--- src/rtl/weight_pkg.sv ---
// Shared constants and FSM encoding for the weight register-file loader.
package weight_pkg;

    localparam int DATA_W       = 8;
    localparam int KERNEL_SIZE  = 25;
    localparam int NUM_BANKS    = 2;
    localparam int ADDR_W       = 6;
    localparam int WEIGHT_COUNT = KERNEL_SIZE * NUM_BANKS;

    typedef enum logic [1:0] {
        IDLE,
        LOAD,
        FLUSH,
        DONE
    } state_t;

endpackage

--- src/rtl/weight_loader.sv ---
// Streams weight bytes into the 2x25 weight register file and tracks which banks hold a complete kernel.
module weight_loader
    import weight_pkg::*;
(
    input  logic                 clk,
    input  logic                 rst_n,
    input  logic                 start,
    input  logic                 load_all,
    input  logic                 bank_sel,
    input  logic                 abort,
    input  logic                 s_valid,
    input  logic [DATA_W-1:0]    s_data,
    output logic                 s_ready,
    output logic                 wr_en,
    output logic [ADDR_W-1:0]    wr_addr,
    output logic [DATA_W-1:0]    wr_data,
    output logic                 busy,
    output logic                 done,
    output logic                 err_start,
    output logic [NUM_BANKS-1:0] bank_ready
);

    localparam logic [ADDR_W-1:0] KERNEL_A = ADDR_W'(KERNEL_SIZE);
    localparam logic [ADDR_W-1:0] LAST_A   = ADDR_W'(WEIGHT_COUNT - 1);

    state_t                state;
    state_t                state_next;
    logic [ADDR_W-1:0]     addr;
    logic [ADDR_W-1:0]     end_addr;
    logic [ADDR_W-1:0]     base_addr;
    logic [ADDR_W-1:0]     start_end;
    logic [NUM_BANKS-1:0]  load_mask;
    logic [NUM_BANKS-1:0]  start_mask;
    logic                  start_ok;
    logic                  accept;
    logic                  last_beat;

    assign s_ready = (state == LOAD);
    assign busy    = (state != IDLE);
    assign done    = (state == DONE);

    // Abort outranks both a start in IDLE and a beat offered in the same cycle.
    always_comb begin
        state_next = state;
        start_ok   = 1'b0;
        accept     = 1'b0;
        last_beat  = 1'b0;
        base_addr  = load_all ? '0 : ADDR_W'(bank_sel) * KERNEL_A;
        start_end  = load_all ? LAST_A : base_addr + KERNEL_A - ADDR_W'(1);
        start_mask = load_all ? '1 : NUM_BANKS'(1) << bank_sel;
        unique case (state)
            IDLE: begin
                if (start && !abort) begin
                    start_ok   = 1'b1;
                    state_next = LOAD;
                end
            end
            LOAD: begin
                if (abort) begin
                    state_next = IDLE;
                end else if (s_valid) begin
                    accept    = 1'b1;
                    last_beat = (addr == end_addr);
                    if (last_beat) state_next = FLUSH;
                end
            end
            FLUSH:   state_next = DONE;
            DONE:    state_next = IDLE;
            default: state_next = IDLE;
        endcase
    end

    always_ff @(posedge clk or negedge rst_n) begin
        if (!rst_n) begin
            state      <= IDLE;
            addr       <= '0;
            end_addr   <= '0;
            load_mask  <= '0;
            wr_en      <= 1'b0;
            wr_addr    <= '0;
            wr_data    <= '0;
            err_start  <= 1'b0;
            bank_ready <= '0;
        end else begin
            state     <= state_next;
            wr_en     <= accept;
            err_start <= start && (state != IDLE);
            if (accept) begin
                wr_addr <= addr;
                wr_data <= s_data;
                if (!last_beat) addr <= addr + ADDR_W'(1);
            end
            if (start_ok) begin
                addr       <= base_addr;
                end_addr   <= start_end;
                load_mask  <= start_mask;
                bank_ready <= bank_ready & ~start_mask;
            end
            // Flags rise entering DONE, one cycle after the final write lands.
            if (state == FLUSH) bank_ready <= bank_ready | load_mask;
        end
    end

endmodule

--- config.mk ---
export PLATFORM = sky130hd
export DESIGN_NAME = weight_loader
export DESIGN_NICKNAME = d
export VERILOG_FILES = /design/src/rtl/weight_pkg.sv /design/src/rtl/weight_loader.sv
export SDC_FILE = /design/constraint.sdc
export NUM_CORES = 1
export LEC_CHECK = 0
export BUFFER_PORTS_ARGS = -buffer_cell sky130_fd_sc_hd__buf_2
export CAP_MARGIN = 20
export CORE_MARGIN = 2
export CORE_UTILIZATION = 40
export CTS_CLUSTER_SIZE = 20
export DETAILED_ROUTE_END_ITERATION = 8
export HOLD_SLACK_MARGIN = 0.15
export PLACE_DENSITY = 0.69
export SLEW_MARGIN = 25
export SYNTH_ARGS = -nofsm -noshare
export SYNTH_HDL_FRONTEND = slang
export SYNTH_SLANG_ARGS = --single-unit
--- constraint.sdc ---
create_clock -name clk -period 4.3 [get_ports clk]
set_input_delay 0.86 -clock clk [delete_from_list [all_inputs] [get_ports clk]]
set_output_delay 0.86 -clock clk [all_outputs]
set_load 0.05 [all_outputs]
* After elaboration in Yosys (flattened, before gate mapping) *
Index checks and enable logic that the tools add are counted.
W data, S select, Z words.

operators by class
  $add $sub $neg = 3
  multiply operators = 1
  equality and inequality tests = 8
  shifts and indexed selects = 1
  muxes and demuxes = 21
  bitwise gates (word level) = 3
  reduce and logical (&&, ||, !) cells = 9

operators by type and width
  kind                   count
  $mux W6                5
  $mux W2                7
  $mux W1                8
  $pmux W2 S4            1
  $add A6 B1 Y6 const B  1
  $add A6 B5 Y6 const B  1
  $eq A6 B6 Y1           1
  $mul A1 B5 Y6 const B  1
  $reduce_bool A2 Y1     3
  $sub A6 B1 Y6 const B  1
  $eq A2 B2 Y1 const B   2
  $ne A2 B2 Y1 const B   2
  $ne A3 B2 Y1 const B   1
  $ne A3 B3 Y1 const B   1
  $reduce_and A3 Y1      1
  $and A2 B2 Y2          1
  $eq A2 B1 Y1 const B   1
  $logic_and A1 B1 Y1    2
  $logic_not A2 Y1       1
  $not A2 Y2             1
  $or A2 B2 Y2           1
  $reduce_and A2 Y1      1
  $shl A1 B1 Y2 const A  1
  $logic_not A1 Y1       1

word-level totals
  flip-flop bits (word level) = 34
  input bits = 15
  output and inout port bits = 21

* Depth between registers and ports, before layout *
Gate-level depths: netlist (run 1).

  word-level depth = 7
  depth in mapped cells = 5
  gate-level depth less buffers = 4

* Worst setup path before layout (run 1) *
Ideal clock, no wire load.

  path kind = flip-flop to output port
  from = register state[0]
  to = output port s_ready
  arrival time = 1.104 ns
  data required time = 3.440 ns
  slack = 2.336 ns
  cell stages (with the launch flop) = 3
  path buffers = 0
  cell sequence = dfrtp_1 -> inv_1 -> nor2_1

between the ends
  cells in the longest elaborated chain, start to end = 1

ends and longest elaborated chain
  item                    line                 RTL
  from (decl)             weight_loader.sv:26  state_t state;
  from (signal assigned)  weight_loader.sv:85  state <= state_next;
  $eq A2 B1 Y1            weight_loader.sv:38  assign s_ready = (state == LOAD);
  to (decl)               weight_loader.sv:13  output logic s_ready,

No other way between the ends.

==> flow_metrics.py, run 1 <==
metrics = {
    "floorplan": {
        "fp.dieH_um": 61.56,
        "placementRows": 20,
        "die_x_um": 61.56,
        "start_util": 0.4270,
        "io_pins": 36,
        "core_area_um2": 3103,
        "die_area_um2": 3789,
    },
    "global_route": {
        "grt_pass1_vias": 918,
        "grt_start_max_net_pins": 32,
        "grt_pass1_wl_um": 3981,
        "overflow": 0,
        "antenna_found_initial": 0,
        "grt_util_all_layers": 0.1526,
    },
    "timing": {
        "min_period_over_period": 0.5215,
        "fin_tns_setup_ps": 0,
        "worst_slew_pin_slew_ps": 708.9,
        "slew_headroom": 0.5261,
        "skew_ps": 12.05,
        "rsz0062_at_grt": "no",
        "setup_viol": 0,
        "hold_viol": 0,
        "slew_violations": 0,
        "max_clock_freq_mhz": 445.9,
        "finalCriticalPeriod_ps": 2243,
        "hold_ws_ps": 496.0,
    },
    "setup_path": {
        "required_ps": 3440,
        "slowest_delay_ps": 490,
        "startpoint_type": "flop",
        "worst_path_max_delay_cell": "dfrtp_1",
        "cp.arrival_ps": 1380,
        "timing.rr.end": "load_mask[0]",
        "reg2reg_slack_ps": 2630,
        "crit_fanout": 8,
        "r2r_cells": 3,
        "cp-end-kind": "output pin",
        "cp_cell_sequence": "or2_2 -> buf_2",
        "worstSetupPathType": "flop to output pin",
        "crit_buf_inv": 1,
        "path_delay_family": "flip-flops",
    },
    "power_and_ir_drop": {
        "clockPowerShare": 0.153,
        "total_leakage_power_nw": 0.7926,
        "swShare": 0.4524,
        "p_total_mw": 1.021,
        "power_density_nw_per_um2": 632.2,
        "ir_drop_uv": 243.4,
        "p_int_mw": 0.5592,
        "p_switching_mw": 0.4620,
        "seq_power_share": 0.417,
        "pwr-share-comb": 0.430,
    },
    "min_path": {
        "hp-start": "end_addr[4]",
        "hold_end": "end_addr[4]",
        "hold_path.class": "flop to flop",
        "hold_depth": 1,
    },
    "synthesis": {
        "yosys_warnings": 0,
        "synth_nets": 126,
        "syn_area_um2": 1325,
        "synth_seq_cells": 31,
        "synth_ff_type": "dfrtp_1",
        "yosysSeqAreaShare": 0.5855,
        "synthCells": 110,
        "synth_edf_count": 0,
        "synthArstFlopShare": 1.000,
        "yosys.cell_types.count": 29,
        "syn_avg_cell_area_um2": 12.05,
    },
    "place": {
        "place_congestion": 0.7966,
        "port_buffers": 35,
        "placed_area_um2": 1563,
        "dpl.hpwl_um": 1752,
    },
    "finish": {
        "drive_above_1_share": 0.4172,
        "antenna_cells": 0,
        "nets": 166,
        "design_area_um2": 1615,
        "fill_cells": 298,
        "areaGrowthSynthToFinish_pct": 21.91,
    },
    "detailed_routing": {
        "dr.pass1.iters": 2,
        "vias": 946,
        "drt-initial-drc-count": 20,
        "wl_um": 2452,
        "vias_per_cell": 4.851,
        "routedWlPerCell_um": 12.57,
        "ant_nets": 0,
        "post-route-drc-count": 0,
    },
    "clock_tree": {
        "clockBufferDepth": 2,
        "clkLatencyLatePin_ps": 320,
        "cts_max_level": 2,
        "clockRootBuffer": "clkbuf_4",
        "cts_sinks": 31,
        "cts_tree": "done",
        "cts-resized-gates": 0,
        "hold_buffers": 0,
        "cts_buffers": 5,
        "post-cts-setup-buffers": 0,
        "clkTransAtPathRegs_ps": 100,
    },
    "run_status": {
        "status": "completed",
    },
    "run": {
        "drv_cap": 0,
    },
}
==> per-layer routing <==
| metal | track usage | vias up | share of wire |
|---|---|---|---|
| li1 | - | 463 | - |
| met1 | 0.1673 | 467 | 0.44 |
| met2 | 0.2466 | 11 | 0.51 |
| met3 | 0.06303 | 5 | 0.024 |
| met4 | 0.09119 | 0 | 0.023 |
| met5 | 0 | - | 0 |
==> power by group through the flow <==
stage                     Clock (mW)  Sequential (mW)  Combinational [mW]
after floorplan                    0            0.635               0.131
after global placement             0            0.428               0.438
after detailed placement           0            0.433               0.443
after CTS                      0.163            0.427               0.444
after global routing           0.178            0.437               0.465
final                          0.156            0.426               0.439
==> through the flow <==
stage,setup WS [ps],instances,util
floorplan,2336,110,-
global placement,2191,187,0.5036
detailed placement,2191,187,0.5036
CTS,2054,195,0.5206
global route,1970,195,0.5206
finish,2057,195,0.5206
==> registers in the layout, summed over array words and instances (netlist names), named ones only <==
signal	cells
wr_en	1
wr_addr	6
end_addr	3
addr	6
state	1
load_mask	2
bank_ready	2
wr_data	8
err_start	1
==> placed cells by master, fill, tap and decap left out, drive strengths merged, types with 2 or more instances in the layout <==
cell,Yosys,layout
nor2b,5,5
o21a,4,4
nand2,9,9
a21oi,4,4
buf,3,36
inv,2,2
or2,2,2
mux2,14,14
nand4,2,2
xor2,5,5
clkinv,0,3
o21ai,2,2
and2,2,2
nor2,9,9
dfrtp,31,31
clkbuf,0,5
and3,2,2
==> area by class of cell <==
class / count / area, µm² / share of cell area
clock buffer: 5 / 37.54 / 0.02324
clock inverter: 3 / 15.01 / 0.009295
inverter: 2 / 7.507 / 0.004648
multi-input combinational: 74 / 541.8 / 0.3354
sequential: 31 / 775.7 / 0.4802
tap: 44 / 55.05 / 0.03408
timing repair buffer: 36 / 182.7 / 0.1131
==> cell families after synthesis <==
kind of cell / after synthesis / synth area share
buffers and inverters: 5 / 0.01700
flip-flops: 31 / 0.5855
AO/OA/AOI/OAI: 16 / 0.07839
adder cells (fa/ha/maj): 1 / 0.009441
multiplexers: 14 / 0.1190
XOR/XNOR: 5 / 0.03305
AND/OR/NAND/NOR: 38 / 0.1577
==> cell usage after synthesis, drive strengths merged (2+ instances only) <==
cell,count,share of area
o21a,4,0.023
inv,2,0.0057
xor2,5,0.033
and3,2,0.0094
nand2,9,0.025
o21ai,2,0.0076
or2,2,0.0094
mux2,14,0.12
nor2,9,0.025
nand4,2,0.0094
buf,3,0.011
a21oi,4,0.015
and2,2,0.0094
nor2b,5,0.024
dfrtp,31,0.59
==> worst max-delay path by stage <==
stage | from | end | slack [ps] | cells past startpoint
floorplan | state[0] | s_ready | 2340 | 2
global placement | abort | addr[4] | 2190 | 6
detailed placement | abort | addr[5] | 2190 | 6
CTS | flop | busy | 2050 | 2
global route | flop | busy | 1970 | 2
finish | flop | busy | 2060 | 2
(Power assumes the default switching activity.)
==> run 2: changes to the inputs <==
--- a/config.mk
+++ b/config.mk
@@ -12,7 +12,7 @@
 export CTS_CLUSTER_SIZE = 20
 export DETAILED_ROUTE_END_ITERATION = 8
 export HOLD_SLACK_MARGIN = 0.15
-export PLACE_DENSITY = 0.69
+export PLACE_DENSITY = 0.71
 export SLEW_MARGIN = 25
 export SYNTH_ARGS = -nofsm -noshare
 export SYNTH_HDL_FRONTEND = slang
==> constraint.sdc (replaced) <==
create_clock -name clk -period 1.9 [get_ports clk]
set_input_delay 0.38 -clock clk [delete_from_list [all_inputs] [get_ports clk]]
set_output_delay 0.38 -clock clk [all_outputs]
set_load 0.05 [all_outputs]
==> flow_metrics.py, run 2 (same netlist as run 1, synthesis figures left out) <==
metrics = {
    "min_path": {
        "hold_path.class": "primary input to flop",
    },
    "timing": {
        "worst_slew_pin_slew_ps": 711.4,
        "fin_tns_setup_ps": 0,
        "finalCriticalPeriod_ps": 1767,
        "skew_ps": 7.950,
        "rsz0062_at_grt": "no",
        "hold_ws_ps": 271.3,
        "slew_violations": 0,
        "hold_viol": 0,
        "max_clock_freq_mhz": 566.1,
        "setup_viol": 0,
        "min_period_over_period": 0.9298,
        "slew_headroom": 0.5257,
    },
    "power_and_ir_drop": {
        "clockPowerShare": 0.180,
        "p_switching_mw": 1.065,
        "power_density_nw_per_um2": 1455,
        "ir_drop_uv": 587.0,
        "total_leakage_power_nw": 0.8088,
        "seq_power_share": 0.402,
        "pwr-share-comb": 0.418,
        "swShare": 0.4402,
        "p_int_mw": 1.354,
    },
    "setup_path": {
        "startpoint_type": "flop",
        "reg2reg_slack_ps": 330,
        "cp_cell_sequence": "or2_2 -> buf_2",
        "timing.rr.end": "addr[4]",
        "crit_end": "busy",
        "cp-end-kind": "output pin",
        "cp.arrival_ps": 1390,
        "r2r_cells": 5,
        "crit_fanout": 8,
        "worstSetupPathType": "flop to output pin",
        "worst_path_max_delay_cell": "dfrtp_1",
        "required_ps": 1520,
        "slowest_delay_ps": 480,
    },
    "clock_tree": {
        "cts-resized-gates": 0,
        "clockRootBuffer": "clkbuf_4",
        "clockBufferDepth": 2,
        "cts_tree": "done",
        "clkTransAtPathRegs_ps": 90,
        "clkLatencyLatePin_ps": 330,
        "cts_sinks": 31,
        "cts_max_level": 2,
        "cts_buffers": 5,
    },
    "global_route": {
        "grt_util_all_layers": 0.1667,
        "overflow": 0,
        "grt_pass1_wl_um": 4402,
        "grt_start_max_net_pins": 32,
        "antenna_found_initial": 0,
        "grt_pass1_vias": 960,
    },
    "detailed_routing": {
        "ant_nets": 0,
        "routedWlPerCell_um": 13.52,
        "vias_per_cell": 4.893,
        "post-route-drc-count": 0,
        "drt-initial-drc-count": 23,
        "wl_um": 2664,
        "dr.pass1.iters": 4,
        "vias": 964,
    },
    "floorplan": {
        "placementRows": 20,
        "die_area_um2": 3789,
        "die_x_um": 61.56,
        "fp.dieH_um": 61.56,
        "io_pins": 36,
        "core_area_um2": 3103,
        "start_util": 0.4270,
    },
    "place": {
        "place_congestion": 0.7835,
        "dp.cells": 188,
        "port_buffers": 35,
    },
    "finish": {
        "regMostFlops": "wr_data",
        "fin_cells": 197,
        "largest_registers": "wr_data (8), addr (6), wr_addr (6)",
        "areaGrowthSynthToFinish_pct": 25.40,
        "fin_util": 0.5355,
        "nets": 168,
        "final_cell_mix": "35 x buf_2, 31 x dfrtp_1, 14 x mux2_2, 9 x nor2_1, 9 x nand2_1",
        "antenna_cells": 0,
        "drive_above_1_share": 0.4118,
        "layout_commonest_cell": "buf_2",
        "fill_cells": 299,
        "largest_register_ffs": 8,
    },
    "run_status": {
        "status": "completed",
    },
    "run": {
        "drv_cap": 0,
    },
}
## run 2: power groups by stage
stage,registers [mW],clock network [mW],logic [mW]
after floorplan,1.44,0,0.296
after global placement,0.970,0,0.995
after detailed placement,0.986,0,1.02
after CTS,0.972,0.450,1.02
after global routing,1.00,0.478,1.08
final,0.972,0.436,1.01
## run 2: routing by layer
layer / wire [µm] / share of wire / track usage
met5: 0 / 0 / 0
met1: 1130 / 0.42 / 0.2077
met2: 1391 / 0.52 / 0.2632
met4: 66 / 0.025 / 0.1003
met3: 76 / 0.029 / 0.03782
## run 2: cell type report
cell class,instances,area (µm²),area share
inverter,2,7.507,0.004518
sequential,31,775.7,0.4669
timing repair buffer,38,212.7,0.1280
multi-input combinational,74,541.8,0.3261
clock buffer,8,68.82,0.04142
tap,44,55.05,0.03313
## run 2: worst min-delay path by stage
stage | from | to | slack, ps | depth (start not counted)
global route | s_data[2] | wr_data[2] | 250 | 2
detailed placement | rst_n | bank_ready[0] | 460 | 1
CTS | s_data[2] | wr_data[2] | 260 | 2
global placement | rst_n | bank_ready[1] | 450 | 1
finish | start | err_start | 270 | 2
floorplan | rst_n | asynchronous set/reset pin | 80 | 0
## run 2: stage by stage
stage | setup slack (ps) | total power, mW | instance area (µm²)
after global routing | 80.32 | 2.557 | 1662
after floorplan | 369.0 | 1.732 | 1325
final | 133.4 | 2.418 | 1662
after CTS | 135.0 | 2.445 | 1662
after detailed placement | 346.6 | 2.005 | 1583
after global placement | 362.0 | 1.965 | 1583
## run 2: critical path: cells and delay by family, from the launching register on
family	cells	cell delay, ps
flops	1	480
simple gates	1	350
buf+inv	1	220
## run 2: timing repair
item / in CTS / in global routing
hold endpoints to repair: 31 / 0
setup endpoints to repair: 0 / 0
buffers inserted: 0 / 0
hold buffers: 1 / 0
==> run 3: changes to the inputs <==
--- a/config.mk
+++ b/config.mk
@@ -11,6 +11,7 @@
 export CORE_UTILIZATION = 40
 export CTS_CLUSTER_SIZE = 20
 export DETAILED_ROUTE_END_ITERATION = 8
+export GPL_ROUTABILITY_DRIVEN = 0
 export HOLD_SLACK_MARGIN = 0.15
 export PLACE_DENSITY = 0.71
 export SLEW_MARGIN = 25
==> constraint.sdc (replaced) <==
create_clock -name clk -period 1.9 [get_ports clk]
set_input_delay 0.19 -clock clk [delete_from_list [all_inputs] [get_ports clk]]
set_output_delay 0.19 -clock clk [all_outputs]
set_load 0.05 [all_outputs]
==> flow_metrics.py, run 3 (same netlist as run 1, synthesis figures left out) <==
metrics = {
    "setup_path": {
        "crit_buf_inv": 0,
        "crit_fanout": 8,
        "startpoint_type": "flop",
        "worst_path_max_delay_cell": "dfrtp_1",
        "path_delay_family": "simple AND/OR/NAND/NOR gates",
        "worstSetupPathType": "flop to flop",
        "timing.rr.end": "addr[4]",
        "required_ps": 2110,
        "cp.arrival_ps": 1800,
        "reg2reg_slack_ps": 310,
        "r2r_cells": 4,
        "cp-end-kind": "flop",
        "slowest_delay_ps": 490,
        "cp_cell_sequence": "or2_2 -> nand2b_1 -> nor2_1 -> a21oi_1",
    },
    "global_route": {
        "grt_pass1_vias": 991,
        "grt_util_all_layers": 0.1778,
        "grt_start_max_net_pins": 32,
        "antenna_found_initial": 0,
        "overflow": 0,
        "grt_pass1_wl_um": 4636,
    },
    "power_and_ir_drop": {
        "p_switching_mw": 1.082,
        "p_int_mw": 1.367,
        "clockPowerShare": 0.184,
        "ir_drop_uv": 624.0,
        "swShare": 0.4418,
        "seq_power_share": 0.397,
        "power_density_nw_per_um2": 1372,
        "total_leakage_power_nw": 0.8593,
        "pwr-share-comb": 0.419,
    },
    "min_path": {
        "hp-start": "bank_sel",
        "hold_path.class": "primary input to flop",
        "hold_depth": 4,
        "hold_end": "end_addr[3]",
    },
    "detailed_routing": {
        "drt-initial-drc-count": 13,
        "met3_length_um": 79,
        "wl_met2_um": 1349,
        "ant_nets": 0,
        "wl_met1_um": 1256,
        "post-route-drc-count": 0,
        "top_layer_used": "met4",
        "vias": 993,
        "vias_per_cell": 4.751,
        "dr.pass1.iters": 3,
        "wl_um": 2776,
        "routedWlPerCell_um": 13.28,
    },
    "timing": {
        "hold_ws_ps": 189.1,
        "setup_viol": 0,
        "skew_ps": 4.871,
        "slew_violations": 0,
        "rsz0062_at_grt": "no",
        "slew_headroom": 0.5384,
        "min_period_over_period": 0.8382,
        "finalCriticalPeriod_ps": 1593,
        "worst_slew_pin_slew_ps": 692.4,
        "hold_viol": 0,
        "max_clock_freq_mhz": 627.9,
        "fin_tns_setup_ps": 0,
    },
    "clock_tree": {
        "cts_tree": "done",
        "cts_buffers": 5,
        "post-cts-setup-buffers": 0,
        "cts_sinks": 31,
        "cts-resized-gates": 0,
        "hold_buffers": 13,
        "clkTransAtPathRegs_ps": 100,
        "clkLatencyLatePin_ps": 330,
        "clockRootBuffer": "clkbuf_4",
        "cts_max_level": 2,
        "clockBufferDepth": 2,
    },
    "finish": {
        "layout_commonest_cell": "buf_2",
        "antenna_cells": 0,
        "largest_register_ffs": 8,
        "areaGrowthSynthToFinish_pct": 34.75,
        "largest_registers": "wr_data (8), addr (6), wr_addr (6)",
        "drive_above_1_share": 0.3879,
        "final_cell_mix": "35 x buf_2, 31 x dfrtp_1, 14 x mux2_2, 13 x dlygate4sd3_1",
        "fill_cells": 278,
        "regMostFlops": "wr_data",
        "nets": 180,
    },
    "place": {
        "dpl.hpwl_um": 1875,
        "port_buffers": 35,
    },
    "floorplan": {
        "fp.dieH_um": 61.56,
        "placementRows": 20,
        "start_util": 0.4270,
        "io_pins": 36,
        "die_x_um": 61.56,
        "core_area_um2": 3103,
        "die_area_um2": 3789,
    },
    "run": {
        "drv_cap": 0,
    },
    "run_status": {
        "status": "completed",
    },
}
run 3: final cells by class:
cell class                      instances  area (µm²)  area share
Clock buffer                            7       65.06     0.03644
Clock inverter                          1       7.507    0.004205
Inverter                                2       7.507    0.004205
Multi-Input combinational cell         74       541.8      0.3034
Sequential cell                        31       775.7      0.4345
Tap cell                               44       55.05     0.03083
Timing Repair Buffer                   50       332.8      0.1864
run 3: worst max-delay path by stage:
stage          start            end  slack (ps)  cells after the start
2_1_floorplan   flop     wr_data[1]         370                      4
3_3_place_gp    flop  bank_ready[0]         380                      4
3_5_place_dp    flop        addr[4]         320                      5
4_1_cts         flop        addr[4]         310                      5
5_1_grt         flop  bank_ready[0]         180                      4
6_report        flop        addr[4]         310                      4
run 3: stage by stage:
stage | worst slack [ps] | total power [mW] | std cells | util | area (µm²)
global placement | 376.6 | 1.966 | 188 | 0.5101 | 1583
global route | 182.6 | 2.582 | 209 | 0.5754 | 1785
floorplan | 369.0 | 1.732 | 110 | - | 1325
detailed placement | 323.0 | 2.000 | 188 | 0.5101 | 1583
CTS | 307.8 | 2.476 | 209 | 0.5754 | 1785
finish | 307.5 | 2.449 | 209 | 0.5754 | 1785
run 3: power groups by stage:
stage	sequential [mW]	clock (mW)	combinational [mW]
global route	1.00	0.487	1.09
CTS	0.972	0.468	1.04
floorplan	1.44	0	0.296
finish	0.973	0.450	1.03
detailed placement	0.987	0	1.01
global placement	0.971	0	0.995
run 3: layer usage:
metal,vias to the layer above,track usage
li1,495,-
met1,473,0.2153
met2,17,0.2707
met3,8,0.06303
met4,0,0.1094
met5,-,0
run 3: worst reg2reg max path: cells and delay by family, from the launching register on:
family | cells | cell delay [ps]
AND/OR/NAND/NOR | 3 | 920
flip-flops | 1 | 490
AO/OA/AOI/OAI | 1 | 70
